<file path="src/rtl/scan_sched.sv">
// Raster-scan sequencer: steps pan/tilt servo positions over a grid, fires one
// hcsr04 ranging per point and streams a 5-byte record. Option: SCAN_SERPENTINE_EN.
module scan_sched #(
    parameter int POS_LEN    = 8,
    parameter int CAP_LEN    = 16,
    parameter int CNT_LEN    = 22,
    parameter int SETTLE_CYC = 1_000_000,
    parameter int MEAS_TO    = 2_500_000,
    parameter int POS_RST    = 150
) (
    input  logic               clk,
    input  logic               rst_n,
    input  logic               start,
    input  logic               stop,
    input  logic [POS_LEN-1:0] x_min,
    input  logic [POS_LEN-1:0] x_max,
    input  logic [POS_LEN-1:0] x_step,
    input  logic [POS_LEN-1:0] y_min,
    input  logic [POS_LEN-1:0] y_max,
    input  logic [POS_LEN-1:0] y_step,
    output logic [POS_LEN-1:0] pos_x,
    output logic [POS_LEN-1:0] pos_y,
    output logic               hc_en,
    input  logic               hc_done,
    input  logic [CAP_LEN-1:0] hc_len,
    output logic [7:0]         tx_data,
    output logic               tx_send,
    input  logic               tx_busy,
    output logic               busy,
    output logic               frame_done
);

    typedef enum logic [2:0] {
        S_IDLE, S_MOVE, S_SETTLE, S_TRIG, S_MEAS, S_SEND, S_SEND_WAIT, S_STEP
    } state_t;

    localparam logic [CNT_LEN-1:0] SETTLE_LAST = CNT_LEN'(SETTLE_CYC - 1);
    localparam logic [CNT_LEN-1:0] MEAS_LAST   = CNT_LEN'(MEAS_TO - 1);
    localparam logic [POS_LEN-1:0] POS_INIT    = POS_LEN'(POS_RST);

    state_t             state_q;
    logic [POS_LEN-1:0] xmin_q, xmax_q, xstep_q, ymax_q, ystep_q;
    logic [POS_LEN-1:0] x_q, y_q, pos_x_q, pos_y_q;
    logic [CNT_LEN-1:0] cnt_q;
    logic [CAP_LEN-1:0] len_q;
    logic [2:0]         idx_q;
    logic               stop_pend_q;
    logic               hc_en_q, tx_send_q, busy_q, frame_done_q;
    logic [7:0]         tx_data_q;
`ifdef SCAN_SERPENTINE_EN
    logic               row_odd_q;
`endif

    logic [POS_LEN:0]   x_up_d, y_up_d;
    logic [POS_LEN-1:0] x_d, y_d;
    logic               row_end_d, frame_end_d;
    logic [7:0]         rec_byte;

    // Next grid point, computed one bit wider so a step never wraps through 0.
    always_comb begin
        x_up_d    = {1'b0, x_q} + {1'b0, xstep_q};
        y_up_d    = {1'b0, y_q} + {1'b0, ystep_q};
        x_d       = x_q;
        y_d       = y_q;
        row_end_d = 1'b0;
`ifdef SCAN_SERPENTINE_EN
        if (row_odd_q) begin
            if (x_q == xmin_q)
                row_end_d = 1'b1;
            else if ({1'b0, x_q} < ({1'b0, xmin_q} + {1'b0, xstep_q}))
                x_d = xmin_q;
            else
                x_d = x_q - xstep_q;
        end else if (x_up_d > {1'b0, xmax_q}) begin
            row_end_d = 1'b1;
        end else begin
            x_d = x_up_d[POS_LEN-1:0];
        end
`else
        if (x_up_d > {1'b0, xmax_q}) begin
            row_end_d = 1'b1;
            x_d       = xmin_q;
        end else begin
            x_d = x_up_d[POS_LEN-1:0];
        end
`endif
        if (row_end_d)
            y_d = y_up_d[POS_LEN-1:0];
        frame_end_d = row_end_d && (y_up_d > {1'b0, ymax_q});
    end

    always_comb begin
        case (idx_q)
            3'd0:    rec_byte = 8'h0F;
            3'd1:    rec_byte = 8'(x_q);
            3'd2:    rec_byte = 8'(y_q);
            3'd3:    rec_byte = len_q[15:8];
            default: rec_byte = len_q[7:0];
        endcase
    end

    // Byte handshake: tx_send holds tx_data steady until tx_busy is seen high
    // (byte accepted); the next byte is offered only after tx_busy returns low.
    always_ff @(posedge clk) begin
        if (!rst_n) begin
            state_q      <= S_IDLE;
            xmin_q       <= '0;
            xmax_q       <= '0;
            xstep_q      <= '0;
            ymax_q       <= '0;
            ystep_q      <= '0;
            x_q          <= '0;
            y_q          <= '0;
            pos_x_q      <= POS_INIT;
            pos_y_q      <= POS_INIT;
            cnt_q        <= '0;
            len_q        <= '0;
            idx_q        <= '0;
            stop_pend_q  <= 1'b0;
            hc_en_q      <= 1'b0;
            tx_send_q    <= 1'b0;
            tx_data_q    <= '0;
            busy_q       <= 1'b0;
            frame_done_q <= 1'b0;
`ifdef SCAN_SERPENTINE_EN
            row_odd_q    <= 1'b0;
`endif
        end else begin
            frame_done_q <= 1'b0;
            if (stop && (state_q inside {S_MOVE, S_SETTLE, S_TRIG, S_MEAS, S_STEP})) begin
                state_q <= S_IDLE;
                busy_q  <= 1'b0;
                hc_en_q <= 1'b0;
            end else begin
                case (state_q)
                    S_IDLE: begin
                        if (start && !stop) begin
                            xmin_q      <= x_min;
                            xmax_q      <= (x_max < x_min) ? x_min : x_max;
                            xstep_q     <= (x_step == '0) ? POS_LEN'(1) : x_step;
                            ymax_q      <= (y_max < y_min) ? y_min : y_max;
                            ystep_q     <= (y_step == '0) ? POS_LEN'(1) : y_step;
                            x_q         <= x_min;
                            y_q         <= y_min;
                            stop_pend_q <= 1'b0;
                            busy_q      <= 1'b1;
                            state_q     <= S_MOVE;
`ifdef SCAN_SERPENTINE_EN
                            row_odd_q   <= 1'b0;
`endif
                        end
                    end
                    S_MOVE: begin
                        pos_x_q <= x_q;
                        pos_y_q <= y_q;
                        cnt_q   <= '0;
                        state_q <= S_SETTLE;
                    end
                    S_SETTLE: begin
                        if (cnt_q == SETTLE_LAST) begin
                            cnt_q   <= '0;
                            hc_en_q <= 1'b1;
                            state_q <= S_TRIG;
                        end else begin
                            cnt_q <= cnt_q + 1'b1;
                        end
                    end
                    S_TRIG: begin
                        if (!hc_done) begin
                            cnt_q   <= '0;
                            state_q <= S_MEAS;
                        end
                    end
                    S_MEAS: begin
                        if (hc_done || (cnt_q == MEAS_LAST)) begin
                            len_q   <= hc_done ? hc_len : '1;
                            hc_en_q <= 1'b0;
                            idx_q   <= '0;
                            state_q <= S_SEND;
                        end else begin
                            cnt_q <= cnt_q + 1'b1;
                        end
                    end
                    S_SEND: begin
                        if (stop)
                            stop_pend_q <= 1'b1;
                        if (tx_busy) begin
                            tx_send_q <= 1'b0;
                            state_q   <= S_SEND_WAIT;
                        end else begin
                            tx_data_q <= rec_byte;
                            tx_send_q <= 1'b1;
                        end
                    end
                    S_SEND_WAIT: begin
                        if (stop)
                            stop_pend_q <= 1'b1;
                        if (!tx_busy) begin
                            if (idx_q == 3'd4) begin
                                idx_q <= '0;
                                if (stop_pend_q || stop) begin
                                    busy_q  <= 1'b0;
                                    state_q <= S_IDLE;
                                end else begin
                                    state_q <= S_STEP;
                                end
                            end else begin
                                idx_q   <= idx_q + 1'b1;
                                state_q <= S_SEND;
                            end
                        end
                    end
                    S_STEP: begin
                        if (frame_end_d) begin
                            frame_done_q <= 1'b1;
                            busy_q       <= 1'b0;
                            state_q      <= S_IDLE;
                        end else begin
                            x_q     <= x_d;
                            y_q     <= y_d;
                            state_q <= S_MOVE;
`ifdef SCAN_SERPENTINE_EN
                            if (row_end_d)
                                row_odd_q <= ~row_odd_q;
`endif
                        end
                    end
                    default: state_q <= S_IDLE;
                endcase
            end
        end
    end

    assign pos_x      = pos_x_q;
    assign pos_y      = pos_y_q;
    assign hc_en      = hc_en_q;
    assign tx_data    = tx_data_q;
    assign tx_send    = tx_send_q;
    assign busy       = busy_q;
    assign frame_done = frame_done_q;

endmodule

</file>
<file path="config.mk">
export PLATFORM = sky130hd
export DESIGN_NAME = scan_sched
export DESIGN_NICKNAME = d
export VERILOG_FILES = /design/src/rtl/scan_sched.sv
export SDC_FILE = /design/constraint.sdc
export NUM_CORES = 1
export LEC_CHECK = 0
export ABC_AREA = 1
export BUFFER_PORTS_ARGS = -buffer_cell sky130_fd_sc_hd__buf_2
export CAP_MARGIN = 20
export CORE_MARGIN = 4
export CORE_UTILIZATION = 53
export DETAILED_ROUTE_END_ITERATION = 8
export GPL_TIMING_DRIVEN = 0
export PLACE_DENSITY_LB_ADDON = 0.2
export SLEW_MARGIN = 20
export SYNTH_ARGS = -nofsm -noshare
export SYNTH_HDL_FRONTEND = slang
export SYNTH_SLANG_ARGS = --single-unit
</file>
<file path="constraint.sdc">
create_clock -name clk -period 2.75 [get_ports clk]
set_input_delay 0.1375 -clock clk [delete_from_list [all_inputs] [get_ports clk]]
set_output_delay 0.1375 -clock clk [all_outputs]
set_load 0.1 [all_outputs]
</file>
==> metrics, run 1 <==
most frequent cells in the layout nand2_1 (206), inv_1 (148), dfxtp_1 (125); flop and latch count out of synthesis 129; proportion of layout cells with a drive suffix above 1 18.1%; most used flip-flop cell after synthesis dfxtp_1; CP top delay family simple AND/OR/NAND/NOR gates; leakage power 4.17 nW; post-synthesis cell count 1076; slew of the pin with the lowest slew margin 728 ps; Bufs and invs on worst path 2; CTS max path bufs 2; GRT overflow 0; YS warnings 0; number of global-route vias before repair 7331; Core Region 13800 µm²; die area 16000 µm²; R2R Setup Slk -420 ps; final WL 21500 µm; ANT cells 0; Period minus WS final 3170 ps; Final Core Density 66.3%; area grow syn2layout 23.3%; drt via density 5.41; Worst path slowest cell fa_2; worst reg2reg startpoint xstep_q[0]$_SDFFE_PN0P_; GRT Resource Usage Total 26.7%; Final Hold Viols 0; DR WL/cell 15.3 µm; HPWL after DPL 16200 µm; clk_skew 6.37 ps; 1st-iter DRT viols 629; Post-Syn Area per Cell 6.91 µm²; Root Buffer clkbuf_16; Hold Crit Class in2reg; status finished, violations left; CTS Buf Count 17; max reg flops 22; Critical R2R Capture x_q[7]$_SDFFE_PN0P_; Peak Freq 315 MHz; Slew headroom 51.4%; Pre-Repair DR Iteration Count 5; Initial Util 53.8%; DIE WIDTH 126 µm; Startpoint Class register; critical path's largest stage delay 370 ps; critical path required time 3060 ps; maxcap violations 0; Data arrival, critical path 3490 ps; IO Count 98; Max FO, Critical Path 6; antenna violations before repair 0; Synth top area share 34.7%; Reg with most FFs cnt_q; die height 126 µm; critical path type reg2reg; dpl ws -539 ps; largest area contributor in the netlist dfxtp_1; fraction of registers with async set or reset after synthesis 0%; RSZ-0062 raised after global routing true; Final Cycle Share 115%; setup violators final 19; most common cell after layout, fill and taps aside nand2_1; Post-synth EDFFs 0; CTS tree done; largest net degree at the start of global routing 17; R2R cell count 21; CP cell instances ha_4 > fa_2 > nand3_2 > nand3_2 > nand3_2 > nand2_2 > xor2_2 > inv_2 > ha_4 > a21o_1 > a21oi_2 > nand2_1 > nand2_1 > nand2_1 > nand2_2 > nand3_4 > nand3_4 > buf_4 > nand3_1 > a21oi_2 > nor2_1; failing checks setup timing; Rows 43; Hold Path Depth 3; pwr dens 1110 nW/µm²; Critical Path Source xstep_q[0]$_SDFFE_PN0P_; global-route wire length before repair 34600 µm; vias 7597; cells taking the most area after synthesis dfxtp_1 (35%), nand2_1 (12%), ha_1 (8.7%); Sink Count 129; latest clock arrival within the worst-skew pair 420 ps; syn_nets 1200; htree depth 4; synth unique cells 42; Slew Limit Fails 0; Mapped Area 7440 µm²; nets 1337; largest registers cnt_q (22), len_q (16); WP depth 21; Worst-path clk slew 60 ps; post-route ant nets 0; post-synthesis sequential area ratio 34.7%; DRC viols 0; CP Capture Type register; port buffer count 97; Peak VDD IR 0.000701 V; fin worst setup slack -423 ps; crit path capture x_q[7]$_SDFFE_PN0P_; Placer Congestion 0.958
[report_power, final]
| part | internal (W) | switching, W | leakage [nW] |
|---|---|---|---|
| Combinational | 0.00201 | 0.00357 | 2.86 |
| Sequential | 0.00224 | 0.000268 | 1.05 |
| Clock | 0.00125 | 0.000803 | 0.256 |
[cell families after synthesis]
group | synth area share (%)
and+or+nand+nor | 24.9
buffers and inverters | 10.1
adders and majority gates | 9.29
AOI/OAI and AO/OA | 19.0
DFF | 34.7
xor gates and xnor gates | 2.00
[what timing repair did]
action                                  CTS  global route
pin swaps                                11            19
gates resized for setup                  22            49
hold buffers                              9             0
hold endpoints to repair                  9             0
buffers inserted                          6             3
gates cloned                              2             1
endpoints found under the setup margin   19            19
[how the worst min path moves through the flow]
stage	start	to	slack (ps)
floorplan	y_step[0]	ystep_q[0]$_SDFFE_PN0P_	260
global placement	x_step[1]	xstep_q[1]$_SDFFE_PN0P_	380
detailed placement	x_step[1]	xstep_q[1]$_SDFFE_PN0P_	380
CTS	y_step[2]	ystep_q[2]$_SDFFE_PN0P_	5
global route	y_step[1]	ystep_q[1]$_SDFFE_PN0P_	10
finish	y_step[1]	ystep_q[1]$_SDFFE_PN0P_	9
[synthesized netlist by cell type (2+ instances only)]
| library cell | count |
|---|---|
| buf_2 | 2 |
| o211ai_1 | 33 |
| fa_1 | 2 |
| buf_4 | 2 |
| a221oi_1 | 4 |
| xor2_1 | 16 |
| inv_2 | 4 |
| buf_6 | 3 |
| nand4_1 | 19 |
| or2_2 | 2 |
| inv_1 | 149 |
| ha_1 | 52 |
| nor2_4 | 2 |
| nor3_2 | 2 |
| nand3b_1 | 2 |
| dfxtp_1 | 129 |
| nor4_1 | 8 |
| nand2_1 | 231 |
| a21o_1 | 3 |
| nand3_1 | 42 |
| a31oi_1 | 3 |
| a21oi_1 | 100 |
| clkbuf_1 | 28 |
| o21a_1 | 3 |
| o21ai_0 | 88 |
| buf_1 | 2 |
| a211oi_1 | 7 |
| nor2_1 | 106 |
| nand2_2 | 4 |
| nor3_1 | 16 |
[area by class of cell]
class,count,area [µm²]
clock inverters,7,62.6
repair buffers,118,712
fillers,1255,4660
inverters,154,578
clock buffers,23,458
plain buffers,37,185
multi-input cells,756,4360
well taps,180,225
flip-flops and latches,129,2590
[routing by layer]
| metal | wire, µm | track usage (%) |
|---|---|---|
| met1 | 9150 | 33.5 |
| met2 | 10300 | 44.8 |
| met3 | 1560 | 6.65 |
| met4 | 523 | 9.09 |
| met5 | 0 | 0 |
[tightest hold or removal path: stages]
cell and delay, ps:
buf_2 110, inv_1 70, a21oi_1 60
[through the flow]
step                      TNS [ps]  total power [W]  cell area [µm²]  instances  hold slack (ps)
after floorplan               -828          0.00598             7490       1076              265
after detailed placement     -8390          0.00702             8200       1353              377
after global placement       -8230          0.00696             8200       1353              384
after CTS                    -5440          0.00956             8960       1400             5.45
after global routing         -9220           0.0109             9170       1404             14.8
final                        -6610           0.0101             9170       1404             9.06
Power figures use the tool's default switching activity.
==> run 2, diff against run 1 <==
- CELL_PAD_IN_SITES_DETAIL_PLACEMENT: default -> 2
- CELL_PAD_IN_SITES_GLOBAL_PLACEMENT: default -> 2
- CORE_UTILIZATION: 53 -> 29
==> run 2 against run 1 <==
Against the previous run:
- hold slack improved by 1.8 ps
- wire length increased by 39%
- non-clock buffer count rose by 10
- the flow still finishes with violations (setup timing)
- core utilization down 28 points
- via count rose by 3.4%
==> metrics, run 2 (synthesis results as in run 1) <==
DR WL/cell 19.2 µm (+25%); Initial Util 29.5% (-24 points); IO Count 98 (unchanged); Critical R2R Capture y_q[7]$_SDFFE_PN0P_; Rows 58 (+35%); Placer Congestion 0.815 (-15%); Final Hold Viols 0 (unchanged); CP Capture Type register; Pre-Repair DR Iteration Count 4 (-1); R2R cell count 22 (+4.8%); total power 0.0109 W (+7.9%); vias 7853 (+3.4%); Hold Path Depth 3 (unchanged); status finished, violations left; DIE WIDTH 168 µm (+33%); fin worst setup slack -546 ps (-123 ps); port buffer count 97 (unchanged); Core Region 25200 µm² (+82%); critical path type reg2reg; Peak VDD IR 0.000521 V (-26%); latest clock arrival within the worst-skew pair 430 ps (about the same); slew of the pin with the lowest slew margin 822 ps (+93.2 ps); max reg flops 22 (unchanged); pwr dens 1140 nW/µm² (+3.0%); drt via density 5.01 (-7.3%); final WL 30000 µm (+39%); CTS tree done; Root Buffer clkbuf_16; clk_skew 13.2 ps (+6.79 ps); CTS Buf Count 17 (unchanged); number of global-route vias before repair 8676 (+18%); most common cell after layout, fill and taps aside nand2_1; proportion of layout cells with a drive suffix above 1 19.4% (+1.3 points); CTS max path bufs 2 (unchanged); failing checks setup timing; maxcap violations 0 (unchanged); Slew Limit Fails 0 (unchanged); area grow syn2layout 29.1%; leakage power 4.26 nW (+2.1%); GRT overflow 0 (unchanged); Slew headroom 45.2% (-6.2 points); global-route wire length before repair 46500 µm (+35%); worst reg2reg startpoint xstep_q[0]$_SDFFE_PN0P_; largest net degree at the start of global routing 17 (unchanged); Worst-path clk slew 60 ps (about the same); post-route ant nets 0 (unchanged); die area 28300 µm² (+77%); Hold Crit Class in2reg; Reg with most FFs cnt_q; Data arrival, critical path 3650 ps (+160 ps); htree depth 4 (unchanged); setup violators final 19 (unchanged); 1st-iter DRT viols 331 (-47%); RSZ-0062 raised after global routing true; dpl ws -828 ps (-289 ps); Final Cycle Share 120% (+4.5 points); nets 1347 (+0.75%); HPWL after DPL 22300 µm (+38%); R2R Setup Slk -550 ps (-120 ps); Sink Count 129 (unchanged); Peak Freq 303 MHz (-3.7%); critical path required time 3100 ps (+40 ps); Period minus WS final 3300 ps (+123 ps); Setup TNS -7820 ps (-1220 ps); most frequent cells in the layout nand2_1 (214), inv_1 (148), dfxtp_1 (124); Max FO, Critical Path 6 (unchanged); DRC viols 0 (unchanged); largest registers cnt_q (22), len_q (16); ANT cells 0 (unchanged); Startpoint Class register; die height 168 µm (+33%); Min-Delay Startpoint x_step[0]; antenna violations before repair 1 (+1); WHS Endpoint xstep_q[0]$_SDFFE_PN0P_; GRT Resource Usage Total 20.8% (-5.8 points); fill cell count 2940 (+130%)
-- run 2: cell types whose count changed in the layout (fill, tap and decap cells not counted), moves of 4 or more --
cell | previous run | this run
inv_6 | 0 | 6
nand2_1 | 206 | 214
a21oi_2 | 6 | 2
buf_6 | 3 | 9
ha_1 | 49 | 45
nor2_1 | 97 | 92
clkbuf_1 | 32 | 27
nand2_2 | 26 | 15
buf_4 | 9 | 15
clkinv_2 | 5 | 1
-- run 2: worst max-delay path by stage --
stage                            start                  end  slack (ps)  depth (start not counted)
2_1_floorplan      x_q[0]$_SDFFE_PN0P_  y_q[5]$_SDFFE_PN0P_         -70                         21
4_1_cts        xstep_q[0]$_SDFFE_PN0P_  y_q[2]$_SDFFE_PN0P_        -410                         22
3_5_place_dp   xstep_q[0]$_SDFFE_PN0P_  x_q[4]$_SDFFE_PN0P_        -830                         21
5_1_grt        xstep_q[0]$_SDFFE_PN0P_  y_q[7]$_SDFFE_PN0P_        -700                         22
6_report       xstep_q[0]$_SDFFE_PN0P_  y_q[7]$_SDFFE_PN0P_        -550                         22
3_3_place_gp       x_q[0]$_SDFFE_PN0P_  x_q[4]$_SDFFE_PN0P_        -780                         21
-- run 2: through the flow --
step           util [%]  area (µm²)  cells  hold slack [ps]
3_5_place_dp       33.3        8390   1503              384
3_3_place_gp       33.3        8390   1503              371
5_1_grt            38.1        9600   1566             3.25
6_report           38.1        9600   1566             10.9
4_1_cts            37.2        9380   1556             4.29
2_1_floorplan         -        7490   1076              265
-- run 2: area by class of cell --
cell class | count | area, µm² | share of cell area (%)
tap | 330 | 413 | 4.30
inverter | 154 | 578 | 6.02
timing repair buffer | 128 | 793 | 8.26
clock inverter | 15 | 173 | 1.80
sequential | 129 | 2590 | 27.0
buffer | 37 | 183 | 1.90
clock buffer | 17 | 425 | 4.43
multi-input combinational | 756 | 4450 | 46.3
-- run 2: worst max-delay path, stage by stage, from the launching register on --
cell     delay (ps)
dfxtp_2         340
ha_4            160
fa_2            370
nand3_2         100
nand3_4         110
nand3_4          90
nand2_4          70
xor2_4          200
inv_2            70
ha_4            230
a21o_1          180
a21oi_2         100
nand2_1          60
nand2_1          50
nand2_1          60
nand2_2         120
nand3_4         120
nand3_4         160
nand3_4         160
buf_6           190
nand2_1          70
nand2_1          60
nor2_1          140
-- run 2: report_power, final --
part / switching (W) / internal (W)
Combinational: 0.00401 / 0.00200
Sequential: 0.000313 / 0.00224
Clock: 0.00100 / 0.00137
Total: 0.00533 / 0.00560
-- run 2: routing by layer --
metal  global-route usage [%]  share of wire (%)
met1                     25.2                 44
met2                     38.5                 52
met3                     3.55                2.3
met4                     4.80                1.5
met5                        0              0.043
-- run 2: what timing repair did --
item,4_1_cts,5_1_grt
setup endpoints to repair,19,29
hold endpoints to repair,10,0
cloned,2,0
hold buffers,10,0
resized for setup,51,41
pin swaps,21,15
buffers inserted,9,10
